[src/rtl/mac_arbiter.sv]
// Two-requester round-robin front end sharing one square-accumulate path.
// Each requester owns its accumulator, valid_out pulse and sticky overflow flag.
module mac_arbiter #(
    parameter int IN_W  = 8,
    parameter int ACC_W = 20
) (
    input  logic             clk,
    input  logic             reset,
    input  logic [IN_W-1:0]  a0,
    input  logic             valid_in0,
    input  logic             clr0,
    output logic             ready0,
    input  logic [IN_W-1:0]  a1,
    input  logic             valid_in1,
    input  logic             clr1,
    output logic             ready1,
    output logic [ACC_W-1:0] f0,
    output logic             valid_out0,
    output logic             overflow0,
    output logic [ACC_W-1:0] f1,
    output logic             valid_out1,
    output logic             overflow1
);

    typedef enum logic {
        LAST0 = 1'b0,
        LAST1 = 1'b1
    } ptr_e;

    ptr_e             ptr_q, ptr_d;
    logic             xfer;

    logic             s1_valid_q, s1_valid_d;
    logic [IN_W-1:0]  s1_a_q, s1_a_d;
    logic             s1_id_q, s1_id_d;
    logic             s1_clr_q, s1_clr_d;

    logic [ACC_W-1:0] f0_q, f0_d, f1_q, f1_d;
    logic             valid_out0_q, valid_out0_d, valid_out1_q, valid_out1_d;
    logic             overflow0_q, overflow0_d, overflow1_q, overflow1_d;

    logic [ACC_W:0]   sq, base, sum;

    // Grant: the requester not named by the last-grant pointer wins a tie.
    always_comb begin
        ready0 = 1'b0;
        ready1 = 1'b0;
        if (reset) begin
            if (valid_in0 && valid_in1) begin
                if (ptr_q == LAST1) ready0 = 1'b1;
                else                ready1 = 1'b1;
            end else if (valid_in0) begin
                ready0 = 1'b1;
            end else if (valid_in1) begin
                ready1 = 1'b1;
            end
        end
    end

    always_comb begin
        xfer     = (valid_in0 && ready0) || (valid_in1 && ready1);
        ptr_d    = ptr_q;
        s1_valid_d = xfer;
        s1_a_d   = s1_a_q;
        s1_id_d  = s1_id_q;
        s1_clr_d = s1_clr_q;
        if (xfer) begin
            ptr_d    = ready1 ? LAST1 : LAST0;
            s1_a_d   = ready1 ? a1 : a0;
            s1_id_d  = ready1;
            s1_clr_d = ready1 ? clr1 : clr0;
        end
    end

    // Operands are widened before multiplying; ACC_W+1 must hold the 2*IN_W-bit square.
    always_comb begin
        sq   = (ACC_W+1)'(s1_a_q) * (ACC_W+1)'(s1_a_q);
        base = s1_clr_q ? '0 : {1'b0, (s1_id_q ? f1_q : f0_q)};
        sum  = base + sq;

        f0_d         = f0_q;
        f1_d         = f1_q;
        overflow0_d  = overflow0_q;
        overflow1_d  = overflow1_q;
        valid_out0_d = 1'b0;
        valid_out1_d = 1'b0;

        if (s1_valid_q) begin
            if (!s1_id_q) begin
                f0_d         = sum[ACC_W-1:0];
                valid_out0_d = 1'b1;
                overflow0_d  = s1_clr_q ? sum[ACC_W] : (overflow0_q | sum[ACC_W]);
            end else begin
                f1_d         = sum[ACC_W-1:0];
                valid_out1_d = 1'b1;
                overflow1_d  = s1_clr_q ? sum[ACC_W] : (overflow1_q | sum[ACC_W]);
            end
        end
    end

    always_ff @(posedge clk) begin
        if (!reset) begin
            ptr_q        <= LAST1;
            s1_valid_q   <= 1'b0;
            f0_q         <= '0;
            f1_q         <= '0;
            valid_out0_q <= 1'b0;
            valid_out1_q <= 1'b0;
            overflow0_q  <= 1'b0;
            overflow1_q  <= 1'b0;
        end else begin
            ptr_q        <= ptr_d;
            s1_valid_q   <= s1_valid_d;
            f0_q         <= f0_d;
            f1_q         <= f1_d;
            valid_out0_q <= valid_out0_d;
            valid_out1_q <= valid_out1_d;
            overflow0_q  <= overflow0_d;
            overflow1_q  <= overflow1_d;
        end
    end

    // NOTE: the S1 payload is only meaningful when s1_valid_q is set, so it needs no reset.
    always_ff @(posedge clk) begin
        s1_a_q   <= s1_a_d;
        s1_id_q  <= s1_id_d;
        s1_clr_q <= s1_clr_d;
    end

    assign f0         = f0_q;
    assign f1         = f1_q;
    assign valid_out0 = valid_out0_q;
    assign valid_out1 = valid_out1_q;
    assign overflow0  = overflow0_q;
    assign overflow1  = overflow1_q;

endmodule

[config.mk]
export PLATFORM = sky130hd
export DESIGN_NAME = mac_arbiter
export DESIGN_NICKNAME = d
export VERILOG_FILES = /design/src/rtl/mac_arbiter.sv
export SDC_FILE = /design/constraint.sdc
export NUM_CORES = 1
export LEC_CHECK = 0
export ABC_CLOCK_PERIOD_IN_PS = 5300
export BUFFER_PORTS_ARGS = -buffer_cell sky130_fd_sc_hd__buf_4
export CAP_MARGIN = 20
export CORE_ASPECT_RATIO = 1.4
export CORE_MARGIN = 2
export CORE_UTILIZATION = 59
export CTS_CLUSTER_SIZE = 14
export DETAILED_ROUTE_END_ITERATION = 16
export MAX_ROUTING_LAYER = met4
export PLACE_DENSITY = 0.94
export SLEW_MARGIN = 20
export SYNTH_ARGS = -nofsm -noshare
export SYNTH_HDL_FRONTEND = slang
export SYNTH_SLANG_ARGS = --single-unit
[constraint.sdc]
create_clock -name clk -period 5.3 [get_ports clk]
set_input_delay 0.795 -clock clk [delete_from_list [all_inputs] [get_ports clk]]
set_output_delay 0.795 -clock clk [all_outputs]
set_load 0.05 [all_outputs]
==> impl_results.html <==
<table>
<tr><th>Metric</th><th>Value</th></tr>
<tr><th colspan="2">Final layout</th></tr>
<tr><td>Final #Nets</td><td>706</td></tr>
<tr><td>Final antenna diode count</td><td>0</td></tr>
<tr><td>Final design instance area without fill</td><td>~5400 um2</td></tr>
<tr><td>Synth-to-layout area growth</td><td>13.4%</td></tr>
<tr><td>Number of standard cells in the layout, taps in and fillers out</td><td>704</td></tr>
<tr><td>Fraction of layout instances using a drive strength above 1</td><td>0.179</td></tr>
<tr><th colspan="2">Synth</th></tr>
<tr><td>Number of distinct library cells after synthesis</td><td>52</td></tr>
<tr><td>Syn Std Cell Area</td><td>just under 5000 um2</td></tr>
<tr><td>Post-synth ARST share</td><td>0</td></tr>
<tr><td>Number of warnings issued by yosys</td><td>0</td></tr>
<tr><td>Ys flop type</td><td>sky130_fd_sc_hd__dfxtp_1</td></tr>
<tr><td>Cell count after synthesis</td><td>551</td></tr>
<tr><td>Post-Synthesis Net Count</td><td>about 650</td></tr>
<tr><td>Proportion of synthesized chip area in sequential cells</td><td>0.254</td></tr>
<tr><td>Count of flip-flops with a built-in enable after synthesis</td><td>10</td></tr>
<tr><td>Post-synthesis average cell area</td><td>8.72 um2</td></tr>
<tr><td>Flops &amp; latches, synth</td><td>56</td></tr>
<tr><th colspan="2">Timing</th></tr>
<tr><td>Achievable frequency</td><td>201 MHz</td></tr>
<tr><td>Worst Max-Slew Pin Slew</td><td>1.05 ns</td></tr>
<tr><td>Aggregate negative setup slack</td><td>0 ns</td></tr>
<tr><td>Worst slew slack as a fraction of its limit</td><td>0.298</td></tr>
<tr><td>Final Hold Violating Endpoints</td><td>0</td></tr>
<tr><td>Slew Viols, Final</td><td>0</td></tr>
<tr><td>Final setup viols</td><td>0</td></tr>
<tr><td>Worst clock skew</td><td>~0.011 ns</td></tr>
<tr><td>Unrepaired setup endpoints after global routing</td><td>no</td></tr>
<tr><td>Min cycle time layout</td><td>4.99 ns</td></tr>
<tr><td>Final Cycle Share</td><td>0.941</td></tr>
<tr><th colspan="2">Global routing</th></tr>
<tr><td>Pin count of the biggest net entering global routing</td><td>31</td></tr>
<tr><td>Wire length of the first global-routing pass</td><td>21000 um</td></tr>
<tr><td>Tot GR Track Use</td><td>0.311</td></tr>
<tr><td>Via count of the first global-routing pass</td><td>about 4600</td></tr>
<tr><td>Grt total ovfl</td><td>0</td></tr>
<tr><td>Antenna violations before repair</td><td>0</td></tr>
<tr><th colspan="2">CTS</th></tr>
<tr><td>CTS Buffer Depth</td><td>2</td></tr>
<tr><td>Cts bufs inserted</td><td>5</td></tr>
<tr><td>TritonCTS clock tree</td><td>done</td></tr>
<tr><td>Latest clock arrival within the worst-skew pair</td><td>between 0.3 and 0.4 ns</td></tr>
<tr><td>Max H-tree Level</td><td>2</td></tr>
<tr><td>Total clock sinks</td><td>56</td></tr>
<tr><td>Post-CTS setup buffers</td><td>0</td></tr>
<tr><td>Clk pin slew, worst setup/hold paths</td><td>~0.12 ns</td></tr>
<tr><td>Cell at the root of the clock tree</td><td>sky130_fd_sc_hd__clkbuf_8</td></tr>
<tr><td>CTS Hold Buffers Added</td><td>0</td></tr>
<tr><td>Cts repair resizes</td><td>0</td></tr>
<tr><th colspan="2">Floorplanning</th></tr>
<tr><td>Die area</td><td>8890 um2</td></tr>
<tr><td>Placeable core region</td><td>slightly below 8000 um2</td></tr>
<tr><td>I/O pin total</td><td>between 60 and 70</td></tr>
<tr><td>Num rows</td><td>38</td></tr>
<tr><td>Chip Height</td><td>roughly 110 um</td></tr>
<tr><td>Die width</td><td>about 80 um</td></tr>
<tr><td>Initial cell density of the core</td><td>0.612</td></tr>
<tr><th colspan="2">Power</th></tr>
<tr><td>Cell Pwr Density</td><td>~490 nW/um2</td></tr>
<tr><td>Leakage</td><td>0.00256 uW</td></tr>
<tr><td>Sum of internal, switching and leakage power</td><td>2660 uW</td></tr>
<tr><td>Worst vdd rail ir drop</td><td>0.000472 V</td></tr>
<tr><th colspan="2">Routing</th></tr>
<tr><td>Drt pass-1 iters</td><td>5</td></tr>
<tr><td>Initial DRC Count</td><td>281</td></tr>
<tr><td>Post-DR wirelength/cell</td><td>18.2 um</td></tr>
<tr><td>Routed Wire Length</td><td>12800 um</td></tr>
<tr><td>Number of nets still failing antenna checks after routing</td><td>0</td></tr>
<tr><td>Ratio of routed vias to standard cells</td><td>5.94</td></tr>
<tr><td>Total vias in the final route</td><td>around 4200</td></tr>
<tr><td>Number of remaining DRC errors</td><td>0</td></tr>
<tr><th colspan="2">Place</th></tr>
<tr><td>Detailed placer's ending HPWL</td><td>10200 um</td></tr>
<tr><td>DP Cell Count</td><td>696</td></tr>
<tr><td>I/O Buffers</td><td>67</td></tr>
<tr><td>Area post-placement</td><td>5350 um2</td></tr>
<tr><td>Final RePlAce weighted congestion</td><td>0.937</td></tr>
<tr><th colspan="2">Worst setup path</th></tr>
<tr><td>Arrival time of data at the critical path endpoint</td><td>around 5.2 ns</td></tr>
<tr><td>Startpoint Class</td><td>flip-flop</td></tr>
<tr><td>Worst R2R End</td><td>f0[19]$_SDFFE_PN0P_</td></tr>
<tr><td>Critical path launch point</td><td>s1_id_q$_DFFE_PP_</td></tr>
<tr><td>Launching point of the worst reg2reg path</td><td>s1_id_q$_DFFE_PP_</td></tr>
<tr><td>Worst EP required</td><td>5.48 ns</td></tr>
<tr><td>Setup slack of the worst register-to-register path</td><td>0.31 ns</td></tr>
<tr><td>Worst reg-to-reg path cell count</td><td>18</td></tr>
<tr><td>Endpoint class of the critical path</td><td>flip-flop</td></tr>
<tr><td>Worst setup path class</td><td>flip-flop to flip-flop</td></tr>
<tr><td>Maximum fanout along the worst path</td><td>10</td></tr>
<tr><th colspan="2">Worst hold path</th></tr>
<tr><td>Worst Hold Launch</td><td>f0[1]$_SDFFE_PN0P_</td></tr>
<tr><td>Worst hold path endpoint</td><td>f0[1]$_SDFFE_PN0P_</td></tr>
<tr><td>Number of stages on the worst hold path</td><td>2</td></tr>
<tr><td>Class of the tightest hold or removal check</td><td>flip-flop to flip-flop</td></tr>
<tr><th colspan="2">Run status</th></tr>
<tr><td>Outcome</td><td>complete, no violations</td></tr>
<tr><th colspan="2">Run</th></tr>
<tr><td>Max cap viols</td><td>0</td></tr>
</table>
## worst max-delay path, cell delays in order (launching register included)
cell,delay [ns]
sky130_fd_sc_hd__edfxtp_1,0.64
sky130_fd_sc_hd__buf_4,0.28
sky130_fd_sc_hd__mux2i_1,0.22
sky130_fd_sc_hd__nor2_1,0.07
sky130_fd_sc_hd__fa_1,0.46
sky130_fd_sc_hd__ha_1,0.33
sky130_fd_sc_hd__ha_1,0.29
sky130_fd_sc_hd__inv_1,0.07
sky130_fd_sc_hd__fa_1,0.49
sky130_fd_sc_hd__inv_1,0.08
sky130_fd_sc_hd__ha_1,0.20
sky130_fd_sc_hd__inv_1,0.07
sky130_fd_sc_hd__fa_1,0.39
sky130_fd_sc_hd__nand2b_1,0.19
sky130_fd_sc_hd__a21oi_2,0.18
sky130_fd_sc_hd__o2111ai_2,0.24
sky130_fd_sc_hd__a21o_1,0.24
sky130_fd_sc_hd__a311oi_2,0.30
sky130_fd_sc_hd__a21oi_1,0.12
## cells by family after synthesis
logic type      Yosys count  synth area share
compound gates           92             0.127
flops                    56             0.254
mux                      33            0.0711
simple gates            170             0.165
fa+ha+maj                81             0.269
xor+xnor                 17            0.0310
buf+inv                 102            0.0826
## cell type report
class                      instances  area [um2]
multi-input combinational        393        3180
inverter                          75         282
clock inverter                     3        25.0
clock buffer                       5        68.8
sequential                        56        1220
tap                              100         125
fill                             588        2400
timing repair buffer              72         541
## report_power, final
group | switching [uW] | leakage (uW) | internal [uW]
sequential | 67.5 | 0.000470 | 502
combinational | 1170 | 0.00205 | 648
clock | 167 | 0.0000466 | 97.2
## layer usage
| metal | vias up | global-route usage | wire length [um] |
|---|---|---|---|
| met3 | 82 | 0.0497 | 657 |
| met4 | 0 | 0.237 | 1070 |
| met1 | 1999 | 0.308 | 4410 |
| met2 | 191 | 0.529 | 6660 |
| li1 | 1912 | - | - |
| met5 | - | - | 0 |
## worst max-delay path by stage
stage          cells past startpoint  slack [ns]                     end
3_3_place_gp                      14        0.60  overflow1$_SDFFE_PN0P_
3_5_place_dp                      18        0.41     f1[19]$_SDFFE_PN0P_
6_report                          18        0.31     f0[19]$_SDFFE_PN0P_
5_1_grt                           18        0.07     f1[19]$_SDFFE_PN0P_
4_1_cts                           18        0.37     f0[19]$_SDFFE_PN0P_
2_1_floorplan                     18        0.54     f0[14]$_SDFFE_PN0P_
## Yosys cell counts (4+ instances only)
master / n / area (um2)
sky130_fd_sc_hd__or2_2: 6 / 37.5
sky130_fd_sc_hd__and2_1: 16 / 100
sky130_fd_sc_hd__mux2_2: 9 / 101
sky130_fd_sc_hd__a21oi_1: 41 / 205
sky130_fd_sc_hd__nand2_1: 74 / 278
sky130_fd_sc_hd__buf_2: 7 / 35.0
sky130_fd_sc_hd__o21ai_1: 7 / 35.0
sky130_fd_sc_hd__edfxtp_1: 10 / 300
sky130_fd_sc_hd__inv_1: 75 / 282
sky130_fd_sc_hd__nand3_1: 21 / 105
sky130_fd_sc_hd__xnor2_1: 15 / 131
sky130_fd_sc_hd__nor2_1: 27 / 101
sky130_fd_sc_hd__mux2i_1: 24 / 240
sky130_fd_sc_hd__nor2b_1: 5 / 31.3
sky130_fd_sc_hd__ha_1: 44 / 551
sky130_fd_sc_hd__a21o_1: 4 / 30.0
sky130_fd_sc_hd__nand2b_1: 6 / 37.5
sky130_fd_sc_hd__dfxtp_1: 46 / 921
sky130_fd_sc_hd__clkbuf_1: 17 / 63.8
sky130_fd_sc_hd__a31oi_1: 4 / 25.0
sky130_fd_sc_hd__o21ai_0: 12 / 60.1
sky130_fd_sc_hd__fa_1: 37 / 741
## sequential cells by signal (all words and copies together), names as in the netlist
signal      count
valid_out1      1
s1_id_q         1
s1_clr_q        1
ptr_q           1
f0             20
s1_a_q          8
overflow1       1
valid_out0      1
overflow0       1
f1             20
s1_valid_q      1
## layout by cell type, fill, tap and decap left out, types with 3 or more instances in the layout
| cell | count |
|---|---|
| sky130_fd_sc_hd__fa_1 | 37 |
| sky130_fd_sc_hd__or3_1 | 3 |
| sky130_fd_sc_hd__nor2b_1 | 5 |
| sky130_fd_sc_hd__mux2_2 | 9 |
| sky130_fd_sc_hd__buf_4 | 72 |
| sky130_fd_sc_hd__clkbuf_8 | 5 |
| sky130_fd_sc_hd__nor2_1 | 27 |
| sky130_fd_sc_hd__a21oi_1 | 41 |
| sky130_fd_sc_hd__o21ai_1 | 7 |
| sky130_fd_sc_hd__o21ai_0 | 12 |
| sky130_fd_sc_hd__a211oi_1 | 3 |
| sky130_fd_sc_hd__a21o_1 | 4 |
| sky130_fd_sc_hd__nand2b_1 | 6 |
| sky130_fd_sc_hd__nand3_1 | 21 |
| sky130_fd_sc_hd__mux2i_1 | 24 |
| sky130_fd_sc_hd__xnor2_1 | 15 |
| sky130_fd_sc_hd__a21oi_2 | 3 |
| sky130_fd_sc_hd__edfxtp_1 | 10 |
| sky130_fd_sc_hd__dfxtp_1 | 46 |
| sky130_fd_sc_hd__inv_1 | 75 |
| sky130_fd_sc_hd__or2_2 | 6 |
| sky130_fd_sc_hd__a31oi_1 | 4 |
| sky130_fd_sc_hd__and2_1 | 16 |
| sky130_fd_sc_hd__nand2_1 | 74 |
| sky130_fd_sc_hd__ha_1 | 44 |
## per-stage QoR
step	worst slack (ns)	hold slack (ns)	util
finish	0.314	0.483	0.694
global route	0.0743	0.505	0.694
CTS	0.373	0.483	0.694
detailed placement	0.414	0.467	0.682
global placement	0.595	0.462	0.682
floorplan	0.539	0.461	-
(Power assumes the default switching activity.)
